**src/rtl/caesar_pkg.sv**
```systemverilog
// Shared types and glyph constants for the Caesar symbol display path.
// Segment vectors are ordered g..a (bit 6 = g, bit 0 = a).
package caesar_pkg;

  localparam int SYM_W = 5;
  localparam int SEG_W = 7;

  localparam logic [SEG_W-1:0] SEG_0 = 7'b0111111;
  localparam logic [SEG_W-1:0] SEG_1 = 7'b0000110;
  localparam logic [SEG_W-1:0] SEG_2 = 7'b1011011;
  localparam logic [SEG_W-1:0] SEG_3 = 7'b1001111;
  localparam logic [SEG_W-1:0] SEG_4 = 7'b1100110;
  localparam logic [SEG_W-1:0] SEG_5 = 7'b1101101;
  localparam logic [SEG_W-1:0] SEG_6 = 7'b1111101;
  localparam logic [SEG_W-1:0] SEG_7 = 7'b0000111;
  localparam logic [SEG_W-1:0] SEG_8 = 7'b1111111;
  localparam logic [SEG_W-1:0] SEG_9 = 7'b1101111;
  localparam logic [SEG_W-1:0] SEG_A = 7'b1110111;
  localparam logic [SEG_W-1:0] SEG_B = 7'b1111100;
  localparam logic [SEG_W-1:0] SEG_C = 7'b0111001;
  localparam logic [SEG_W-1:0] SEG_D = 7'b1011110;
  localparam logic [SEG_W-1:0] SEG_E = 7'b1111001;
  localparam logic [SEG_W-1:0] SEG_F = 7'b1110001;
  localparam logic [SEG_W-1:0] SEG_BLANK = 7'b0000000;

  typedef enum logic [1:0] {
    IDLE   = 2'd0,
    HOLD   = 2'd1,
    SCROLL = 2'd2
  } state_e;

endpackage

```
**src/rtl/caesar_seg_decode.sv**
```systemverilog
// Symbol to 7-segment glyph decoder.
// Codes 16..31 have no glyph and render blank.
module caesar_seg_decode
  import caesar_pkg::*;
(
  input  logic [SYM_W-1:0] sym,
  output logic [SEG_W-1:0] seg
);

  always_comb begin
    seg = SEG_BLANK;
    case (sym)
      5'd0:  seg = SEG_0;
      5'd1:  seg = SEG_1;
      5'd2:  seg = SEG_2;
      5'd3:  seg = SEG_3;
      5'd4:  seg = SEG_4;
      5'd5:  seg = SEG_5;
      5'd6:  seg = SEG_6;
      5'd7:  seg = SEG_7;
      5'd8:  seg = SEG_8;
      5'd9:  seg = SEG_9;
      5'd10: seg = SEG_A;
      5'd11: seg = SEG_B;
      5'd12: seg = SEG_C;
      5'd13: seg = SEG_D;
      5'd14: seg = SEG_E;
      5'd15: seg = SEG_F;
      default: seg = SEG_BLANK;
    endcase
  end

endmodule

```
**src/rtl/caesar_scroll_display.sv**
```systemverilog
// Circular symbol store driving a multiplexed 7-segment display;
// the window scrolls when more symbols are held than digits exist.
module caesar_scroll_display
  import caesar_pkg::*;
#(
  parameter int DEPTH      = 8,
  parameter int DIGITS     = 4,
  parameter int SCROLL_DIV = 4
) (
  input  logic                       ready,
  input  logic                       reset,
  input  logic                       clr,
  input  logic                       sym_valid,
  input  logic [SYM_W-1:0]           sym,
  output logic                       sym_ready,
  output logic [SEG_W-1:0]           seg,
  output logic [DIGITS-1:0]          dig_en,
  output logic [$clog2(DEPTH+1)-1:0] count,
  output logic                       full,
  output logic                       empty
);

  localparam int AW = $clog2(DEPTH);
  localparam int CW = $clog2(DEPTH + 1);
  localparam int IW = (DIGITS > 1) ? $clog2(DIGITS) : 1;
  localparam int DW = (SCROLL_DIV > 1) ? $clog2(SCROLL_DIV) : 1;

  logic [SYM_W-1:0]  mem [DEPTH];
  logic [AW-1:0]     wr_ptr;
  logic [CW-1:0]     count_q;
  logic [CW-1:0]     count_d;
  state_e            state_q;
  state_e            state_d;
  logic [CW-1:0]     off_q;
  logic [DW-1:0]     div_q;
  logic [IW-1:0]     idx_q;
  logic [SEG_W-1:0]  seg_q;
  logic [DIGITS-1:0] dig_q;

  logic              wr_en;
  logic [AW-1:0]     oldest;
  logic [CW:0]       pos_sum;
  logic [CW:0]       pos;
  logic [AW-1:0]     rd_addr;
  logic [SEG_W-1:0]  glyph;
  logic [SEG_W-1:0]  seg_d;
  logic [DIGITS-1:0] dig_d;
  logic              lit;

  assign full      = (count_q == CW'(DEPTH));
  assign empty     = (count_q == '0);
  assign sym_ready = !full;
  assign count     = count_q;
  assign seg       = seg_q;
  assign dig_en    = dig_q;
  assign wr_en     = sym_valid && sym_ready && !clr;

  always_comb begin
    count_d = count_q;
    if (clr) begin
      count_d = '0;
    end else if (wr_en) begin
      count_d = count_q + 1'b1;
    end
  end

  always_comb begin
    state_d = IDLE;
    unique case (1'b1)
      (count_d == '0):            state_d = IDLE;
      (count_d != '0 &&
       int'(count_d) <= DIGITS):  state_d = HOLD;
      (int'(count_d) > DIGITS):   state_d = SCROLL;
      default:                    state_d = IDLE;
    endcase
  end

  // Logical position (offset + digit) wraps at count, then maps onto the ring.
  always_comb begin
    oldest  = wr_ptr - AW'(count_q);
    pos_sum = {1'b0, off_q} + (CW + 1)'(idx_q);
    pos     = pos_sum;
    if (pos_sum >= {1'b0, count_q}) begin
      pos = pos_sum - {1'b0, count_q};
    end
    rd_addr = oldest + AW'(pos);
  end

  caesar_seg_decode u_dec (
    .sym (mem[rd_addr]),
    .seg (glyph)
  );

  always_comb begin
    seg_d = SEG_BLANK;
    dig_d = '0;
    lit   = (state_q != IDLE) && (CW'(idx_q) < count_q);
    if (state_q != IDLE) begin
      dig_d = DIGITS'(1) << idx_q;
    end
    if (lit) begin
      seg_d = glyph;
    end
  end

  always_ff @(posedge ready) begin
    if (wr_en && !reset) begin
      mem[wr_ptr] <= sym;
    end
  end

  always_ff @(posedge ready) begin
    if (reset) begin
      wr_ptr  <= '0;
      count_q <= '0;
      state_q <= IDLE;
      off_q   <= '0;
      div_q   <= '0;
      idx_q   <= '0;
      seg_q   <= SEG_BLANK;
      dig_q   <= '0;
    end else begin
      count_q <= count_d;
      state_q <= state_d;
      if (idx_q == IW'(DIGITS - 1)) begin
        idx_q <= '0;
      end else begin
        idx_q <= idx_q + 1'b1;
      end
      if (clr) begin
        wr_ptr <= '0;
      end else if (wr_en) begin
        wr_ptr <= wr_ptr + 1'b1;
      end
      if (clr || state_q != SCROLL) begin
        off_q <= '0;
        div_q <= '0;
      end else if (div_q == DW'(SCROLL_DIV - 1)) begin
        div_q <= '0;
        if (off_q + 1'b1 >= count_q) begin
          off_q <= '0;
        end else begin
          off_q <= off_q + 1'b1;
        end
      end else begin
        div_q <= div_q + 1'b1;
      end
      if (clr) begin
        seg_q <= SEG_BLANK;
        dig_q <= '0;
      end else begin
        seg_q <= seg_d;
        dig_q <= dig_d;
      end
    end
  end

endmodule

```
**config.mk**
```make
export PLATFORM = sky130hd
export DESIGN_NAME = caesar_scroll_display
export DESIGN_NICKNAME = d
export VERILOG_FILES = /design/src/rtl/caesar_pkg.sv /design/src/rtl/caesar_seg_decode.sv /design/src/rtl/caesar_scroll_display.sv
export SDC_FILE = /design/constraint.sdc
export NUM_CORES = 1
export LEC_CHECK = 0
export ABC_AREA = 1
export BUFFER_PORTS_ARGS = -buffer_cell sky130_fd_sc_hd__buf_4
export CAP_MARGIN = 20
export CORE_MARGIN = 2
export CORE_UTILIZATION = 60
export DETAILED_ROUTE_END_ITERATION = 10
export PLACE_DENSITY = 0.77
export SKIP_LAST_GASP = 1
export SYNTH_ARGS = -nofsm -noshare
export SYNTH_HDL_FRONTEND = slang
export SYNTH_SLANG_ARGS = --single-unit
```
**constraint.sdc**
```tcl
create_clock -name ready -period 6.05 [get_ports ready]
set_input_delay 0.3025 -clock ready [delete_from_list [all_inputs] [get_ports ready]]
set_output_delay 0.3025 -clock ready [all_outputs]
set_load 0.01 [all_outputs]
```
==> results of run 1 <==
state kept, by name, summed over array words and instances (netlist names):
register / cells
state_q: 2
idx_q: 2
count: 4
mem: 40
dig_en: 4
off_q: 4
wr_ptr: 3
div_q: 2
seg: 7
synth_stat cells, drive strengths merged:
cell	n	area share, %
ha	22	7.9
edfxtp	40	35
a31oi	3	0.54
nand3	21	3.4
a32o	1	0.29
o21bai	1	0.22
or2	1	0.18
nor3b	1	0.22
xnor2	2	1.0
nand4	4	0.72
a21boi	1	0.22
fa	4	2.3
a211oi	1	0.22
nor2	40	4.4
clkbuf	3	0.32
buf	3	0.61
o21ai	19	3.2
nand2	84	10
a32oi	2	0.50
inv	52	5.6
dfxtp	28	16
o22ai	1	0.18
clkinv	2	0.22
xor2	8	2.2
nor3	5	0.72
a22oi	1	0.22
a21oi	25	3.6
report_power, final:
group / switching (mW) / leakage (nW) / internal (mW)
logic: 0.427 / 1.01 / 0.215
clock network: 0.165 / 0.0824 / 0.159
registers: 0.00648 / 0.587 / 0.496
logic make-up (layout without fill, tap and decap cells):
kind of cell    after synthesis  count (layout)  synth area share [%]
simple gates                156             156                  19.9
flops                        68              68                  50.7
buf+inv                      60              97                  6.77
compound gates               55              55                  9.14
fa+ha+maj                    26              26                  10.2
xor+xnor                     10              10                  3.27
cell usage in the layout, fill, tap and decap left out, types with 2 or more instances in the layout:
cell type	Yosys	routed
nand2_1	74	74
inv_1	46	46
edfxtp_1	40	40
nor2_1	39	39
dfxtp_1	28	28
buf_4	0	27
a21oi_1	25	25
ha_1	22	22
nand3_1	20	20
o21ai_0	15	15
clkbuf_8	0	10
nand2_2	8	8
xor2_1	7	7
inv_2	6	6
nor3_1	5	5
nand4_1	4	4
fa_1	4	4
a31oi_1	3	3
clkinv_1	2	2
a32oi_1	2	2
o21ai_1	2	2
clkbuf_1	3	2
clkinvlp_4	0	2
clkinv_2	0	2
final cells by class:
| type | count | area, um^2 | area share, % |
|---|---|---|---|
| inverters | 54 | 203 | 5.19 |
| flip-flops and latches | 68 | 1760 | 45.1 |
| clock buffers | 12 | 145 | 3.71 |
| well taps | 72 | 90.1 | 2.31 |
| clock inverters | 4 | 25.0 | 0.640 |
| multi-input cells | 247 | 1480 | 37.9 |
| repair buffers | 27 | 203 | 5.19 |
worst max-delay path: stages, from the launching register on:
cell,delay [ns]
dfxtp_1,0.37
ha_1,0.24
fa_1,0.41
xnor2_1,0.22
inv_1,0.07
ha_1,0.32
a21oi_1,0.14
nand2_1,0.07
nand2_1,0.08
nand2_2,0.09
nor2_1,0.10
a21oi_1,0.06
fa_1,0.48
inv_1,0.05
fa_1,0.82
clkinv_1,0.38
a21oi_1,0.21
a22oi_1,0.09
inv_1,0.06
nand2_1,0.06
nand2_2,0.12
inv_1,0.10
ha_1,0.20
nand2_1,0.09
nand2_1,0.06
inv_2,0.06
nand2_1,0.04
a21oi_1,0.13
final timing paths:
check	from	to	slack [ns]	cells after the start
max	idx_q[0]	seg[5]	0.87	27
min	sym[0]	mem[2][0]	0.20	1
max reg2reg	idx_q[0]	seg[5]	0.87	27
min reg2reg	div_q[0]	div_q[0]	0.43	1
per-layer routing:
metal	global-route usage (%)	routed length, um	vias to the layer above
li1	-	-	1304
met1	31.9	3150	1185
met2	38.1	3190	83
met3	4.72	428	13
met4	11.4	148	0
met5	0	0	-
stage by stage:
stage | hold WS [ns] | worst slack [ns] | power (mW)
finish | 0.201 | 0.871 | 1.47
floorplan | 0.399 | 1.63 | 1.02
global route | 0.193 | 0.400 | 1.58
CTS | 0.187 | 0.925 | 1.47
detailed placement | 0.421 | 0.956 | 1.14
global placement | 0.408 | 1.13 | 1.13
==> impl_metrics.csv, run 1 <==
group,metric,value,unit
outcome,status,"finished, final reports clean",
pwr,p_per_area,376,nW/um^2
pwr,cellLeakagePower,1.68,nW
detailed_routing,vias,2585,
timing,setup_violations,0,
placed_design,gp_congestion,0.883,
detailed_routing,wl_per_cell,14.3,um
setup_path,cp-end-kind,"flop",
cts,clock_sinks,68,
detailed_routing,ant_nets,0,
layout,finalNetCount,442,
placed_design,io_buffers,26,
timing,slew_violations,0,
cts,path_clk_slew,0.07,ns
setup_path,critPathLaunchType,"flop",
synthesis,synth-seq-cells,68,
timing,max_clock_freq,0.193,GHz
cts,cts_tree,"yes",
layout,stdcell_area,3910,um^2
detailed_routing,wirelength,6920,um
layout,fin_util,70.5,%
synthesis,synth.net_count,410,
global_route,gr-total-overflow,0,
cts,post-cts-setup-buffers,0,
cts,ctsResizeCount,0,
cts,insertion_delay,0.34,ns
setup_path,worstSetupPathType,"reg -> reg",
detailed_routing,first_pass_iters,5,
synthesis,syn_area,3480,um^2
detailed_routing,drt_iter0_markers,208,
floorplan,core,5540,um^2
timing,finClkSkew,0.00925,ns
synthesis,avgSynthCellArea,9.27,um^2
placed_design,dp.cells,468,
setup_path,arrival,5.44,ns
timing,maxSlewHeadroom,41.9,%
layout,area_growth,12.4,%
timing,worst_slew_pin_slew,0.864,ns
global_route,grt.total_usage,24.0,%
min_path,hold_class,"in -> reg",
synthesis,seq_area_frac_synth,50.7,%
floorplan,die_h,80.1,um
detailed_routing,drc,0,
synthesis,synthCells,375,
timing,finalHoldViolCount,0,
floorplan,die_area,6420,um^2
detailed_routing,viasPerCell,5.34,
cts,cts_buffers,9,
timing,tns,0,ns
job,cap_violations,0,
layout,fin_cells,484,
global_route,grt_pass1_wl,11600,um
timing,fin_crit,5.18,ns
setup_path,crit_required,6.32,ns
synthesis,synthDistinctLibCells,39,
placed_design,hpwl,5130,um
setup_path,cp_max_fo,12,
global_route,grt_max_degree,23,
synthesis,yosysWarnings,0,
layout,drive_above_1_share,15.5,%
floorplan,start_util,62.8,%
global_route,grt_pass1_vias,2559,
cts,clockBufferDepth,2,
cts,htreeDepth,3,
placed_design,detailed_place.area,3740,um^2
timing,rsz0062_at_grt,"false",
floorplan,rows,27,
cts,cts_root_buf,"clkbuf_8",
floorplan,die_w,80.1,um
global_route,antenna_found_initial,0,
floorplan,ios,27,
timing,finalCritPeriodShare,85.6,%
pwr,ir_drop,0.000252,V
cts,cts_hold_buf,0,
layout,fill_cells,456,
layout,diodes,0,
(Power assumes the default switching activity.)
==> run 2: changes to the inputs <==
==> constraint.sdc (replaced) <==
create_clock -name ready -period 5.6 [get_ports ready]
set_input_delay 0.28 -clock ready [delete_from_list [all_inputs] [get_ports ready]]
set_output_delay 0.28 -clock ready [all_outputs]
set_load 0.01 [all_outputs]
==> run 2 against run 1 <==
Against the previous run: combinational power is 11% higher; clock skew is 0.0028 ns lower; register-to-register slack worse by 0.21 ns; final cell count is 0.41% higher; global-route usage is 0.16 points higher; sequential share of layout area is 0.50 points lower; cell area is 1.1% higher; total power is 13% higher; first-iteration DRC count is 28% lower; critical endpoint unchanged.
==> impl_metrics.csv, run 2 (same netlist as run 1, synthesis figures left out) <==
group,metric,value,unit
floorplan,die_area,6420,um^2
timing,rsz0062_at_grt,"false",
floorplan,rows,27,
detailed_routing,viasPerCell,5.24,
cts,post-cts-setup-buffers,0,
layout,area_growth,13.6,%
timing,finClkSkew,0.00648,ns
setup_path,max_stage_delay,0.53,ns
timing,tns,0,ns
detailed_routing,first_pass_iters,4,
cts,cts_tree,"yes",
floorplan,die_w,80.1,um
global_route,grt_pass1_wl,11600,um
detailed_routing,vias,2549,
min_path,hold_class,"in -> reg",
placed_design,dp.cells,470,
cts,path_clk_slew,0.08,ns
detailed_routing,drc,0,
setup_path,cp-end-kind,"flop",
timing,slew_violations,0,
setup_path,cp_max_fo,12,
setup_path,crit_required,5.87,ns
floorplan,core,5540,um^2
placed_design,detailed_place.area,3750,um^2
global_route,grt_pass1_vias,2539,
floorplan,die_h,80.1,um
layout,fin_util,71.3,%
detailed_routing,wirelength,6860,um
cts,cts_root_buf,"clkbuf_8",
setup_path,critPathLaunchType,"flop",
setup_path,critPathSlowestCell,"fa_1",
pwr,p_per_area,420,nW/um^2
layout,largest_reg_flops,40,
setup_path,arrival,5.21,ns
detailed_routing,ant_nets,0,
job,cap_violations,0,
global_route,antenna_found_initial,0,
layout,diodes,0,
layout,drive_above_1_share,16.4,%
cts,cts_buffers,9,
cts,htreeDepth,3,
detailed_routing,wl_per_cell,14.1,um
floorplan,start_util,62.8,%
cts,clockBufferDepth,2,
pwr,cellLeakagePower,1.70,nW
layout,regArea,1760,um^2
placed_design,gp_congestion,0.833,
setup_path,worstSetupPathType,"reg -> reg",
timing,maxSlewHeadroom,43.5,%
layout,finalNetCount,444,
global_route,grt.total_usage,24.2,%
timing,max_clock_freq,0.202,GHz
outcome,status,"finished, final reports clean",
cts,clock_sinks,68,
layout,mostFrequentLayoutCell,"nand2_1",
cts,cts_hold_buf,0,
layout,multi_input_area,1480,um^2
timing,finalHoldViolCount,0,
pwr,ir_drop,0.000262,V
layout,mostFrequentLayoutCells,"nand2_1 (74), inv_1 (46), edfxtp_1 (40), nor2_1 (39), buf_4 (29)",
floorplan,ios,27,
layout,fill_cells,442,
timing,setup_violations,0,
layout,top_register,"mem",
timing,finalCritPeriodShare,88.2,%
detailed_routing,drt_iter0_markers,150,
global_route,gr-total-overflow,0,
setup_path,crit_top_cell,"nand2_1",
placed_design,io_buffers,26,
global_route,grt_max_degree,20,
pwr,power,1.66,mW
cts,insertion_delay,0.34,ns
layout,stdcell_area,3950,um^2
layout,fin_cells,486,
placed_design,hpwl,5110,um
cts,ctsResizeCount,0,
timing,worst_slew_pin_slew,0.841,ns
timing,fin_crit,4.94,ns
## run 2: cell type report
class	count	area share, %
flip-flops and latches	68	44.6
multi-input cells	247	37.5
repair buffers	29	5.51
inverters	54	5.13
clock buffers	9	3.13
well taps	72	2.28
clock inverters	7	1.90
## run 2: worst max-delay path: cells and delay by family (launching register included)
| family | cells | cell delay [ns] |
|---|---|---|
| xor gates and xnor gates | 1 | 0.24 |
| AOI/OAI and AO/OA | 4 | 0.45 |
| and+or+nand+nor | 11 | 0.82 |
| buffers and inverters | 8 | 0.80 |
| adders and majority gates | 6 | 2.21 |
| DFF | 1 | 0.36 |
## run 2: path summary, 6_finish.rpt
| path | start | end | slack [ns] | depth (start not counted) |
|---|---|---|---|---|
| setup / recovery | off_q[0] | seg[5] | 0.66 | 30 |
| hold / removal | sym[0] | mem[3][0] | 0.17 | 1 |
| setup reg to reg | off_q[0] | seg[5] | 0.66 | 30 |
| hold reg to reg | div_q[0] | div_q[0] | 0.42 | 1 |
## run 2: stage by stage
stage,setup slack (ns),hold slack [ns]
2_1_floorplan,1.18,0.379
3_3_place_gp,0.957,0.408
3_5_place_dp,0.698,0.413
4_1_cts,0.685,0.161
5_1_grt,0.238,0.167
6_report,0.661,0.171
## run 2: routing by layer
metal | vias to the layer above | GRT usage, % | wire length (um)
met2 | 73 | 38.6 | 3230
li1 | 1305 | - | -
met4 | 0 | 10.5 | 125
met1 | 1159 | 32.5 | 3140
met3 | 12 | 4.38 | 365
met5 | - | 0 | 0
## run 2: report_power, final
group | switching, mW | leakage (nW) | internal, mW
clock | 0.201 | 0.0923 | 0.208
sequential | 0.00655 | 0.587 | 0.535
combinational | 0.470 | 1.02 | 0.240
